## src/rtl/reg_wb_arbiter.sv

```systemverilog
// ---------------------------------------------------------------------------
// reg_wb_arbiter
//
// Writeback arbiter and scoreboard for the 16 x 32-bit register file.
// Two writeback requesters (A = ALU result path, B = memory-load path)
// share the register file's single write port under round-robin
// arbitration. A pending-write scoreboard stalls the issue stage on RAW
// and WAW hazards against registers that still have a write in flight.
//
// Ports:
//   clk, rst                  clock, asynchronous active-high reset
//   a_valid/a_rd/a_data       requester A write request
//   a_ready                   A granted this cycle (combinational)
//   b_valid/b_rd/b_data       requester B write request
//   b_ready                   B granted this cycle (combinational)
//   iss_valid/iss_wr          issue stage instruction present / writes iss_rd
//   iss_rd/iss_rs1/iss_rs2    destination and source register indices
//   iss_stall                 issue must hold this cycle (combinational)
//   reg_rd                    register-file read enable (= iss_valid)
//   reg_wr/Rd/DI              registered register-file write port
// ---------------------------------------------------------------------------
module reg_wb_arbiter (
  input  logic        clk,
  input  logic        rst,
  input  logic        a_valid,
  input  logic [3:0]  a_rd,
  input  logic [31:0] a_data,
  output logic        a_ready,
  input  logic        b_valid,
  input  logic [3:0]  b_rd,
  input  logic [31:0] b_data,
  output logic        b_ready,
  input  logic        iss_valid,
  input  logic        iss_wr,
  input  logic [3:0]  iss_rd,
  input  logic [3:0]  iss_rs1,
  input  logic [3:0]  iss_rs2,
  output logic        iss_stall,
  output logic        reg_rd,
  output logic        reg_wr,
  output logic [3:0]  Rd,
  output logic [31:0] DI
);

  // rr_reg = 0: A wins a tie; rr_reg = 1: B wins a tie.
  logic        rr_reg;
  logic [15:0] pending_reg;
  logic [15:0] pending_next;
  logic        grant_a;
  logic        grant_b;
  logic        iss_set;

  // Grants depend only on the valids and the pointer, never on ready,
  // so there is no combinational loop through the requesters.
  assign grant_a = a_valid & (~b_valid | ~rr_reg);
  assign grant_b = b_valid & (~a_valid |  rr_reg);
  assign a_ready = grant_a;
  assign b_ready = grant_b;

  // A source or destination with a write still in flight blocks issue.
  assign iss_stall = iss_valid & (pending_reg[iss_rs1] | pending_reg[iss_rs2] |
                                  (iss_wr & pending_reg[iss_rd]));
  assign iss_set   = iss_valid & iss_wr & ~iss_stall;
  assign reg_rd    = iss_valid;

  // Per-register scoreboard update. The clear comes from the write that is
  // on the port during this cycle; a new issue to the same index on the
  // same edge re-marks it pending, so the set term dominates.
  genvar gi;
  generate
    for (gi = 0; gi < 16; gi++) begin : g_pending
      assign pending_next[gi] = (iss_set & (iss_rd == 4'(gi))) |
                                (pending_reg[gi] & ~(reg_wr & (Rd == 4'(gi))));
    end
  endgenerate

  always_ff @(posedge clk or posedge rst) begin
    if (rst) begin
      rr_reg      <= 1'b0;
      pending_reg <= 16'h0000;
      reg_wr      <= 1'b0;
      Rd          <= 4'h0;
      DI          <= 32'h0000_0000;
    end else begin
      pending_reg <= pending_next;
      reg_wr      <= grant_a | grant_b;
      // After a transfer the pointer favours the requester that lost;
      // with no transfer the pointer and the write index/data hold.
      if (grant_a) begin
        rr_reg <= 1'b1;
        Rd     <= a_rd;
        DI     <= a_data;
      end else if (grant_b) begin
        rr_reg <= 1'b0;
        Rd     <= b_rd;
        DI     <= b_data;
      end
    end
  end

endmodule

```

## config.mk

```make
export PLATFORM = sky130hd
export DESIGN_NAME = reg_wb_arbiter
export DESIGN_NICKNAME = d
export VERILOG_FILES = /design/src/rtl/reg_wb_arbiter.sv
export SDC_FILE = /design/constraint.sdc
export NUM_CORES = 1
export LEC_CHECK = 0
export ABC_CLOCK_PERIOD_IN_PS = 2150
export CAP_MARGIN = 20
export CELL_PAD_IN_SITES_DETAIL_PLACEMENT = 1
export CELL_PAD_IN_SITES_GLOBAL_PLACEMENT = 2
export CORE_MARGIN = 5
export CORE_UTILIZATION = 21
export CTS_CLUSTER_SIZE = 14
export DETAILED_ROUTE_END_ITERATION = 10
export HOLD_SLACK_MARGIN = 0.03
export PLACE_DENSITY = 0.77
export SYNTH_ARGS = -nofsm -noshare
export SYNTH_HDL_FRONTEND = slang
export SYNTH_SLANG_ARGS = --single-unit
export TNS_END_PERCENT = 1
```

## constraint.sdc

```tcl
create_clock -name clk -period 2.15 [get_ports clk]
set_input_delay 0.43 -clock clk [delete_from_list [all_inputs] [get_ports clk]]
set_output_delay 0.43 -clock clk [all_outputs]
set_load 0.005 [all_outputs]
```

==> Word-level counts from Yosys, hierarchy flattened <==
Index checks and enable logic that the tools add are counted.
W data, S select, Z words.
{ "op_classes": {"n_addsub": 0, "mul": 0, "div": 0, "n_lt_le_gt_ge": 3, "n_eq_ne": 30, "shift": 0, "mux": 12, "n_bitwise": 95, "n_reduce_logical": 3} }
{ "ops": {"columns": ["op", "n"], "rows": [
  ["$eq A4 B4 Y1 const B", 16],
  ["$mux W32", 2],
  ["$and A1 B1 Y1", 54],
  ["$eq A4 B3 Y1 const B", 8],
  ["$or A1 B1 Y1", 21],
  ["$not A1 Y1", 20],
  ["$eq A4 B2 Y1 const B", 4],
  ["$lt A4 B5 Y1 const B", 3],
  ["$bmux W1 S4", 3],
  ["$eq A4 B1 Y1 const B", 2],
  ["$logic_not A4 Y1", 2],
  ["$mux W4", 2],
  ["$mux W1", 5],
  ["$reduce_bool A2 Y1", 1]
]} }
{ "totals": {"reg_bits": 54, "latch_bits": 0, "mem_bits_rw": 0, "romBits": 0, "inputBits": 90, "mem_count": 0} }

==> Depth between registers and ports, before layout <==
Gate-level depths: netlist of run 1.
{ "logic_depth": {"depth_word": 9, "depth_mapped": 7, "mapped_depth_nobuf": 5} }

==> Worst setup path after synthesis of run 1 <==
No wires, ideal clock.
{ "synth_timing": {"kind": "input-to-output", "from": "input iss_rs2[1]", "to": "output iss_stall", "arrival_time_ps": 1864, "setup_slack_ps": -144, "stages": 5, "n_path_buf": 1, "cell_sequence": "mux4_2 -> mux2_2 -> a211o_1 -> buf_4 -> o21a_1"} }
{ "synth_via": {"elab_chain_cells": 5} }
{ "synth_lines": {"columns": ["element", "line", "rtl"], "rows": [
  ["from (decl)", "37", "input logic [3:0] iss_rs2,"],
  ["$bmux W1 S4", "61", "assign iss_stall = iss_valid & (pending_reg[iss_rs1] | pending_reg[iss_rs2] |"],
  ["$mux W1 (not written as such)", "61", null],
  ["$or A1 B1 Y1 (2 in series)", "61", null],
  ["$and A1 B1 Y1", "61", null],
  ["to (decl)", "38", "output logic iss_stall,"]
]} }
No other way between the ends. The select of a mux whose other input is x is not followed.

==> Worst setup path in the final report of run 1 <==
{ "layout_timing": {"from": "register pending_reg[14]", "to": "output iss_stall"} }
{ "layout_via": {"elab_chain_cells": 5, "elab_cells_between_ends": 10, "cone_classes": "mux (6); bitwise (4)"} }
{ "layout_lines": {"columns": ["element", "line", "rtl"], "rows": [
  ["from (decl)", "47", "logic [15:0] pending_reg;"],
  ["from (signal assigned)", "85", "pending_reg <= pending_next;"],
  ["$bmux W1 S4, on equally long branches", "61, 62", null],
  ["$mux W1, on equally long branches", "61, 62", null],
  ["$or A1 B1 Y1 or $and A1 B1 Y1 (tied branches)", "61, 62", null],
  ["$or A1 B1 Y1 *", "61", null],
  ["$and A1 B1 Y1 *", "61", null]
]} }
Mark *: on every way between the ends. The rest lies on a longest branch, timed or not. The select of a mux whose other input is x is not followed.

==> results of run 1 <==
==> worst max-delay path, cell delays in order (launching register included) <==
cell and delay (ps):
dfrtp_2 450, mux4_2 460, mux2_2 270, a211o_1 330
o21a_1 200, buf_2 120
==> per-layer routing <==
layer / vias up / part of all wire [%] / wire length [um]
met5: - / 0 / 0
met4: 0 / 1.2 / 137
met3: 11 / 9.4 / 1040
met2: 112 / 48 / 5290
met1: 1410 / 42 / 4630
li1: 1390 / - / -
==> Yosys cell counts (5+ instances only) <==
cell type / instances
clkbuf_1: 10
mux4_2: 8
inv_1: 6
mux2i_1: 13
buf_1: 5
nand2_1: 16
o22ai_1: 29
o21ai_1: 10
o21ai_0: 19
dfrtp_1: 54
nor2_1: 66
nand4_1: 12
nand3_1: 8
==> cells by family (layout without fill, tap and decap cells) <==
kind of cell,after synthesis,in the layout
compound gates,77,77
simple gates,115,115
buf+inv,25,184
mux,24,24
flops,54,54
==> cell type report <==
type,count,area [sq um]
Inverter,6,22.5
Sequential cell,54,1350
Tap cell,176,220
Timing Repair Buffer,170,1600
Clock buffer,5,125
Clock inverter,3,21.3
Multi-Input combinational cell,216,1350
Fill cell,1547,8450
==> repair_timing <==
action                                  4_1_cts  5_1_grt
pin swaps                                     2        0
gates cloned                                  0        0
resized for setup                            17        5
buffers inserted                              2        0
endpoints found under the setup margin       18        4
==> stage by stage <==
stage / utilization, % / std cells / hold slack [ps] / TNS [ps] / setup WS (ps)
after floorplan: - / 295 / 475 / -89.6 / -89.6
after global placement: 34.5 / 620 / 490 / -7580 / -1010
after detailed placement: 34.5 / 620 / 500 / -8590 / -1050
after CTS: 35.7 / 630 / 517 / -423 / -423
after global routing: 35.7 / 630 / 549 / -468 / -468
final: 35.7 / 630 / 509 / -406 / -406
==> power groups by stage <==
stage          clock [mW]  combinational [mW]  sequential (mW)
2_1_floorplan           0               0.645             1.41
3_3_place_gp            0                1.44             1.49
3_5_place_dp            0                1.47             1.50
4_1_cts             0.852                1.50             1.49
5_1_grt             0.877                1.63             1.51
6_report            0.808                1.50             1.48
==> path summary, 6_finish.rpt <==
check                                     startpoint                   endpoint  slack [ps]  depth (start not counted)
setup / recovery           pending_reg[14]$_DFF_PP0_                  iss_stall        -410                          5
max in group asynchronous                        rst  pending_reg[12]$_DFF_PP0_        1350                          3
setup reg to reg           pending_reg[14]$_DFF_PP0_  pending_reg[10]$_DFF_PP0_          60                          5
hold / removal                     DI[8]$_DFFE_PP0P_          DI[8]$_DFFE_PP0P_         510                          2
min in group asynchronous                        rst  pending_reg[11]$_DFF_PP0_         530                          3
hold reg to reg                    DI[8]$_DFFE_PP0P_          DI[8]$_DFFE_PP0P_         510                          2
==> out/metrics.cfg, run 1 <==
[outcome]
outcome = finished with violations
violations = negative setup slack

[cts]
cts_tree = yes
clock_sinks = 54
clk_path_buf_depth = 2
cts_hold_buf = 0
clk_latency_ps = 290
cts_max_level = 2
cts-root-buf = clkbuf_16
cts_inserted_buffers = 5
clkTransAtPathRegs_ps = 70

[setup_path]
endpoint_kind = output port
worstPathArrival_ps = 2130
worstPathMaxFanout = 3
critical_path_class = flop to output port
required_ps = 1720
start_kind = flop

[synth]
synth_xor_area_share_pct = 0
seq_area_frac_synth_pct = 48.5
synth_top_family_by_area = simple AND/OR/NAND/NOR gates
synth_ff_type = dfrtp_1
synthCells = 295
synth.mux.area_fraction_pct = 12.3
synth_fa_ha_area_share_pct = 0
synth_edf_count = 0
synth_area_leaders = dfrtp_1 (48%), nor2_1 (8.9%), o22ai_1 (6.5%), mux4_2 (6.5%), mux2i_1 (4.7%)
synthesis.nets = 385
synth_seq_cells = 54
ys_types = 31
async_flop_share_pct = 100
synthesis.area_sq_um = 2790
synth_compound_area_share_pct = 17.3
avgSynthCellArea_sq_um = 9.45
yosysWarnings = 0
yosys.area_share.simple_pct = 18.2
synth_area_leader_cell = dfrtp_1
synth_top_area_share_pct = 48.5

[layout]
finalInstanceArea_sq_um = 4690
layout.cells.most_common = clkdlybuf4s50_1
drive_gt1_share_pct = 16.3
largest_register_ff_count = 32
fin_nets = 543
diodes = 0
mostFrequentLayoutCells = clkdlybuf4s50_1 (121), nor2_1 (66), dfrtp_1 (52)
synthToLayoutAreaGrowth_pct = 68.3

[place]
gp_congestion = 0.858
place_area_sq_um = 4530
io_buffers = 130
dp_hpwl_um = 8740

[sta]
rsz0062_at_grt = true
tightest_slew_ps = 644
finalMaxSlewViolations = 0
fmax_ghz = 0.391
hold_viol = 0
max_slew_margin_pct = 57.1
finalCritPeriodShare_pct = 119
finalSetupViolCount = 1
fin_crit_ps = 2560
setup_ws_ps = -406
skew_ps = 4.00

[floorplan]
start_util_pct = 21.2
die_w_um = 125
ioPinCount = 131
die_area_sq_um = 15700
core_sq_um = 13100
dieHeight_um = 125
num_rows = 42

[route]
wl_um = 11100
drc_errors = 0
antenna_left = 0
vias_per_cell = 4.64
firstDrtPassIters = 4
dr.first_iter.drc_count = 66
routedWlPerCell_um = 17.6
via_count = 2923

[global_route]
grt_pass1_wl_um = 18100
grt.overflow.total = 0
grt_pass1_vias = 3356
top_usage_layer = met2
track_usage_pct = 14.3
grt_use_met3_pct = 5.97
use_met1_pct = 17.2
grtUsageMet2_pct = 24.0
grt_max_degree = 55
antenna_found_initial = 0

[hold_path]
hp-class = flop to flop

[pwr]
power_density_nw_per_um2 = 808
p_total_mw = 3.79
clkPwrFrac_pct = 21.3
switchingPower_mw = 1.25
combPwrFrac_pct = 39.6
seqPwrFrac_pct = 39.1
p_leak_nw = 1.93
p_int_mw = 2.54
switching_share_pct = 33.0
ir_drop_v = 0.000318

[job]
drv_cap = 0

(Power assumes the default switching activity.)
==> run 2: changes to the inputs <==
--- a/config.mk
+++ b/config.mk
@@ -14,7 +14,7 @@
 export CTS_CLUSTER_SIZE = 14
 export DETAILED_ROUTE_END_ITERATION = 10
 export HOLD_SLACK_MARGIN = 0.03
-export PLACE_DENSITY = 0.77
+export PLACE_DENSITY_LB_ADDON = 0.1
 export SYNTH_ARGS = -nofsm -noshare
 export SYNTH_HDL_FRONTEND = slang
 export SYNTH_SLANG_ARGS = --single-unit
==> out/metrics.cfg, run 2 (synthesis results as in run 1) <==
[global_route]
top_usage_layer = met2
grt_pass1_vias = 3280  ; -2.3%
antenna_found_initial = 0  ; unchanged
grtUsageMet2_pct = 24.9  ; +0.85 points
grt_use_met3_pct = 5.37  ; -0.60 points
track_usage_pct = 14.3  ; +0.019 points
grt_max_degree = 41  ; -25%
grt_pass1_wl_um = 17700  ; -2.1%
use_met1_pct = 16.5  ; -0.78 points
grt.overflow.total = 0  ; unchanged

[setup_path]
cp_num_cells = 5  ; unchanged
required_ps = 1720  ; about the same
worstPathMaxFanout = 3  ; unchanged
critical_path_class = flop to output port
reg2reg_slack_ps = 80  ; +20 ps
crit_buf_inv = 1  ; unchanged
endpoint_kind = output port
max_stage_delay_ps = 490  ; +30 ps
r2r-start = pending_reg[14]$_DFF_PP0_
crit_slowest_cell = mux4_2
worstPathArrival_ps = 2080  ; -50 ps
reg2reg_to = pending_reg[8]$_DFF_PP0_
ff2ff_path_depth = 5  ; unchanged
start_kind = flop
path_delay_family = multiplexers
crit_chain = mux4_2, mux2_4, a211o_1, o21a_1, buf_2

[layout]
drive_gt1_share_pct = 15.9  ; -0.44 points
layout.cells.most_common = clkdlybuf4s50_1
synthToLayoutAreaGrowth_pct = 70.6
diodes = 0  ; unchanged
finalInstanceArea_sq_um = 4760  ; +1.4%
mostFrequentLayoutCells = clkdlybuf4s50_1 (121), nor2_1 (66), dfrtp_1 (53)
final_util_pct = 36.2  ; +0.50 points
largest_register_ff_count = 32  ; unchanged
fin_nets = 543  ; unchanged

[sta]
fin_setup_tns_ps = -365  ; +41.0 ps
tightest_slew_ps = 452  ; -192 ps
skew_ps = 4.41  ; +0.407 ps
finalCritPeriodShare_pct = 117  ; -1.9 points
fmax_ghz = 0.398  ; +1.6%
finalMaxSlewViolations = 0  ; unchanged
hold_viol = 0  ; unchanged
whs_ps = 434  ; -75.0 ps
fin_crit_ps = 2510  ; -41.0 ps
rsz0062_at_grt = true
finalSetupViolCount = 1  ; unchanged
setup_ws_ps = -365  ; +41.0 ps
max_slew_margin_pct = 69.8  ; +13 points

[route]
drc_errors = 0  ; unchanged
dr.first_iter.drc_count = 70  ; +6.1%
wl_um = 11200  ; +0.77%
firstDrtPassIters = 4  ; unchanged
via_count = 2892  ; -1.1%
vias_per_cell = 4.59  ; -1.1%
antenna_left = 0  ; unchanged
routedWlPerCell_um = 17.7  ; +0.77%

[floorplan]
num_rows = 42  ; unchanged
die_w_um = 125  ; unchanged
ioPinCount = 131  ; unchanged
core_sq_um = 13100  ; unchanged
die_area_sq_um = 15700  ; unchanged
dieHeight_um = 125  ; unchanged
start_util_pct = 21.2  ; unchanged

[pwr]
switchingPower_mw = 1.24  ; -1.2%
ir_drop_v = 0.000301  ; -5.3%
clkPwrFrac_pct = 27.2  ; +5.9 points
combPwrFrac_pct = 35.8  ; -3.8 points
p_leak_nw = 1.95  ; +1.3%
switching_share_pct = 30.8  ; -2.2 points
power_density_nw_per_um2 = 844  ; +4.5%
p_int_mw = 2.78  ; +9.5%
seqPwrFrac_pct = 37.0  ; -2.1 points

[place]
place_ws_ps = -1030  ; +21.1 ps
gp_congestion = 0.882  ; +2.7%
io_buffers = 130  ; unchanged
place_area_sq_um = 4550  ; +0.44%
dp_hpwl_um = 8810  ; +0.77%

[cts]
clk_latency_ps = 300  ; about the same
cts_max_level = 2  ; unchanged
cts_inserted_buffers = 5  ; unchanged
clkTransAtPathRegs_ps = 70  ; about the same
clk_path_buf_depth = 2  ; unchanged
clock_sinks = 54  ; unchanged
cts-root-buf = clkbuf_16
cts_tree = yes

[outcome]
violations = negative setup slack
outcome = finished with violations

[job]
drv_cap = 0  ; unchanged

[hold_path]
hp-class = primary input to async pin

[run 2: routing by layer]
layer  vias to the layer above  wire (um)
met5                         -          0
met4                         0        193
met3                        15        811
met2                        87       5660
met1                      1397       4520
li1                       1393          -
[run 2: metrics by stage]
step,total power [mW],instances
floorplan,2.06,295
global placement,2.92,621
detailed placement,2.94,621
CTS,4.06,629
global route,4.27,630
finish,4.02,630
[run 2: worst register-to-register path, delay by kind of cell, from the launching register on]
family | cells | cell delay (ps)
AO/OA/AOI/OAI | 2 | 570
buffers and inverters | 1 | 210
flip-flops | 1 | 420
multiplexers | 2 | 770
[run 2: cell type report]
class	count	area [sq um]
inverters	6	22.5
multi-input cells	216	1350
fillers	1526	8380
clock buffers	6	139
repair buffers	170	1620
well taps	176	220
flip-flops and latches	54	1350
clock inverters	2	60.1
[run 2: power groups by stage]
stage | clock (mW) | combinational (mW) | sequential [mW]
floorplan | 0 | 0.645 | 1.41
global placement | 0 | 1.43 | 1.49
detailed placement | 0 | 1.44 | 1.50
CTS | 1.13 | 1.44 | 1.48
global route | 1.17 | 1.59 | 1.51
finish | 1.09 | 1.44 | 1.49
[run 2: what timing repair did]
action	in CTS	in global routing
endpoints found under the hold margin	0	0
pin swaps	2	2
setup endpoints to repair	19	4
setup buffers	0	1
hold buffers	0	0
gates resized for setup	16	4
[run 2: how the worst max path moves through the flow]
stage | slack, ps | startpoint | to
global placement | -1030 | iss_rs1[0] | iss_stall
floorplan | -90 | iss_rs2[1] | iss_stall
finish | -360 | pending_reg[14]$_DFF_PP0_ | iss_stall
global route | -430 | pending_reg[12]$_DFF_PP0_ | iss_stall
detailed placement | -1030 | iss_rs1[0] | iss_stall
CTS | -430 | pending_reg[12]$_DFF_PP0_ | iss_stall
==> run 3: changes to the inputs <==
--- a/config.mk
+++ b/config.mk
@@ -11,6 +11,7 @@
 export CELL_PAD_IN_SITES_GLOBAL_PLACEMENT = 2
 export CORE_MARGIN = 5
 export CORE_UTILIZATION = 21
+export CTS_CLUSTER_DIAMETER = 80
 export CTS_CLUSTER_SIZE = 14
 export DETAILED_ROUTE_END_ITERATION = 10
 export HOLD_SLACK_MARGIN = 0.03
==> results of run 3 <==
Final layout, timing and power as in run 2 (identical DEF).
==> RTL change, RTL diff (config.mk and constraints of run 1) <==
Reset style: synchronous (`rst`), changed in one clocked block. Comments in the files are not updated.
--- a/src/rtl/reg_wb_arbiter.sv
+++ b/src/rtl/reg_wb_arbiter.sv
@@ -75,5 +75,5 @@
   endgenerate
 
-  always_ff @(posedge clk or posedge rst) begin
+  always_ff @(posedge clk) begin
     if (rst) begin
       rr_reg      <= 1'b0;
Behaviour: differs if rst is asserted again (counterexample within 4 cycles, from zero or initial values and one cycle with rst high); with rst held inactive, the same outputs for 10 cycles.
==> RTL change against run 1 <==
The flow still finishes with violations (negative setup slack). Sequential cell count is the same. Synthesized cell count grew 15%. Worst setup slack gained 260 ps. Die area grew 0.46%. Synthesized area grew 0.49%. Design area grew 1.1%. Routed wire length grew 5.5%. Largest cell class unchanged.
Power is not compared: it rests on default switching activity, and its combinational part moved more than twofold at a synthesized area within 25%.
==> RTL change: results (changes against run 1) <==
Status
  – Status: finished with violations (unchanged)
  – Failing checks: negative setup slack (unchanged)

Min path
  – Hold Startpoint: DI[15] (was DI[8])
  – Worst hold stages: 2 (unchanged)
  – Hold worst-path end: DI[15] (was DI[8])

Cells and area
  – Fraction of layout cells with a size suffix above 1: 16.73% (was 16.30%)
  – Fill count: 1576 (was 1547)
  – Nets: 592 (was 543)

Yosys
  – Syn_area_per_cell: 8.264 sq um (was 9.450 sq um)
  – Mux cell area share after synthesis: 11.92% (was 12.34%)
  – XOR/XNOR Fraction of Synth Area: 0% (unchanged)
  – Post-synthesis compound-gate area fraction: 11.17% (was 17.28%)
  – Area contributors post-synth: dfxtp_1 39%, nor2_1 15%, nor4_1 7.4%, mux2i_1 5.4%, mux4_1 3.8% (was dfrtp_1 48%, nor2_1 8.9%, o22ai_1 6.5%, mux4_2 6.5%, mux2i_1 4.7%)
  – Top cells by count, synth: 109 x nor2_1, 54 x dfxtp_1, 33 x nor4_1 (was 66 x nor2_1, 54 x dfrtp_1, 29 x o22ai_1)
  – Yosys warnings: 0 (unchanged)
  – Syn_nets: 429 (was 385)
  – Async S/R FF share, synth: 0% (was 100.0%)
  – Adder-cell share of the synthesized area: 0% (unchanged)
  – Largest family of logic cells by synthesized area: simple AND/OR/NAND/NOR gates (unchanged)
  – Post-synthesis sequential area ratio: 38.59% (was 48.47%)
  – Synth cell types: 40 (was 31)

Global routing
  – Largest net degree at the start of global routing: 38 (was 55)
  – First-pass GRT wire length: 18560 um (was 18110 um)
  – Vias in the first global route: 3585 (was 3356)
  – Initial antenna violation count: 0 (unchanged)
  – Total GRT Usage: 14.58% (was 14.33%)

Route
  – Initial drt markers: 116 (was 66)
  – Vias: 3220 (was 2923)
  – Routed WL: 11700 um (was 11090 um)
  – Post-DR vias/cell: 4.749 (was 4.640)

Timing
  – Post-route setup TNS: -143.4 ps (was -405.6 ps)
  – Worst hold slack: 499.6 ps (was 508.9 ps)
  – Slew headroom: 50.34% (was 57.06%)
  – Clk_skew: 6.527 ps (was 3.998 ps)
  – Setup Viol. Count Final: 1 (unchanged)
  – Setup WS post-layout: -143.4 ps (was -405.6 ps)

Place
  – Post-DP Area: 4568 sq um (was 4529 sq um)
  – Placed insts: 667 (was 620)
  – Dpl hpwl: 9121 um (was 8740 um)
  – Dpl ws: -983.2 ps (was -1052 ps)
  – RePlAce Congestion: 0.8876 (was 0.8583)

Setup path
  – FF-to-FF End: pending_reg[5] (was pending_reg[10])
  – CP Data Arrival Time: 1860 ps (was 2130 ps)
  – R2R Setup Slk: 150 ps (was 60 ps)
  – R2R cell count: 6 (was 5)
  – Worst flop-to-flop path startpoint: pending_reg[14] (unchanged)

Clock tree
  – H-tree Lvls: 2 (unchanged)
  – CTS Root Cell: clkbuf_16 (unchanged)
[RTL change: worst max-delay path, cell delays in order, from the launching register on]
cell	delay, ps
dfxtp_1	320
buf_4	150
mux4_2	450
a2bb2oi_1	160
nand3_2	120
nand2_4	60
o21a_1	190
buf_2	130
[RTL change: area by class of cell]
class                      instances  area, sq um  area share [%]
multi-input combinational        255         1598           33.70
clock inverter                     2        13.76          0.2903
timing repair buffer             181         1670           35.23
clock buffer                       5        125.1           2.639
sequential                        54         1095           23.09
tap                              176        220.2           4.645
inverter                           5        18.77          0.3959
[RTL change: how the worst max path moves through the flow]
stage                          from         to  slack [ps]  cells past startpoint
finish              pending_reg[10]  iss_stall        -140                      7
global route         pending_reg[7]  iss_stall        -220                      6
CTS                 pending_reg[14]  iss_stall        -180                      6
detailed placement       iss_rs2[1]  iss_stall        -980                      7
global placement         iss_rs2[1]  iss_stall        -960                      7
floorplan                iss_rs2[1]  iss_stall           2                      6
[RTL change: repair_timing]
| action | in CTS | in global routing |
|---|---|---|
| setup endpoints to repair | 18 | 2 |
| resized for setup | 36 | 1 |
| gates cloned | 0 | 0 |
| pin swaps | 3 | 3 |
| buffers inserted | 3 | 1 |
[RTL change: metal layers]
| layer | track usage, % | vias up | part of all wire, % |
|---|---|---|---|
| li1 | - | 1556 | - |
| met3 | 5.970 | 17 | 8.4 |
| met1 | 16.13 | 1536 | 41 |
| met4 | 4.337 | 0 | 2.1 |
| met5 | 0 | - | 0 |
| met2 | 25.61 | 111 | 49 |
[RTL change: where the power goes]
group,internal (mW),total [mW],switching [mW]
logic,0.359,0.614,0.254
registers,1.06,1.11,0.0439
clock network,0.429,0.811,0.382
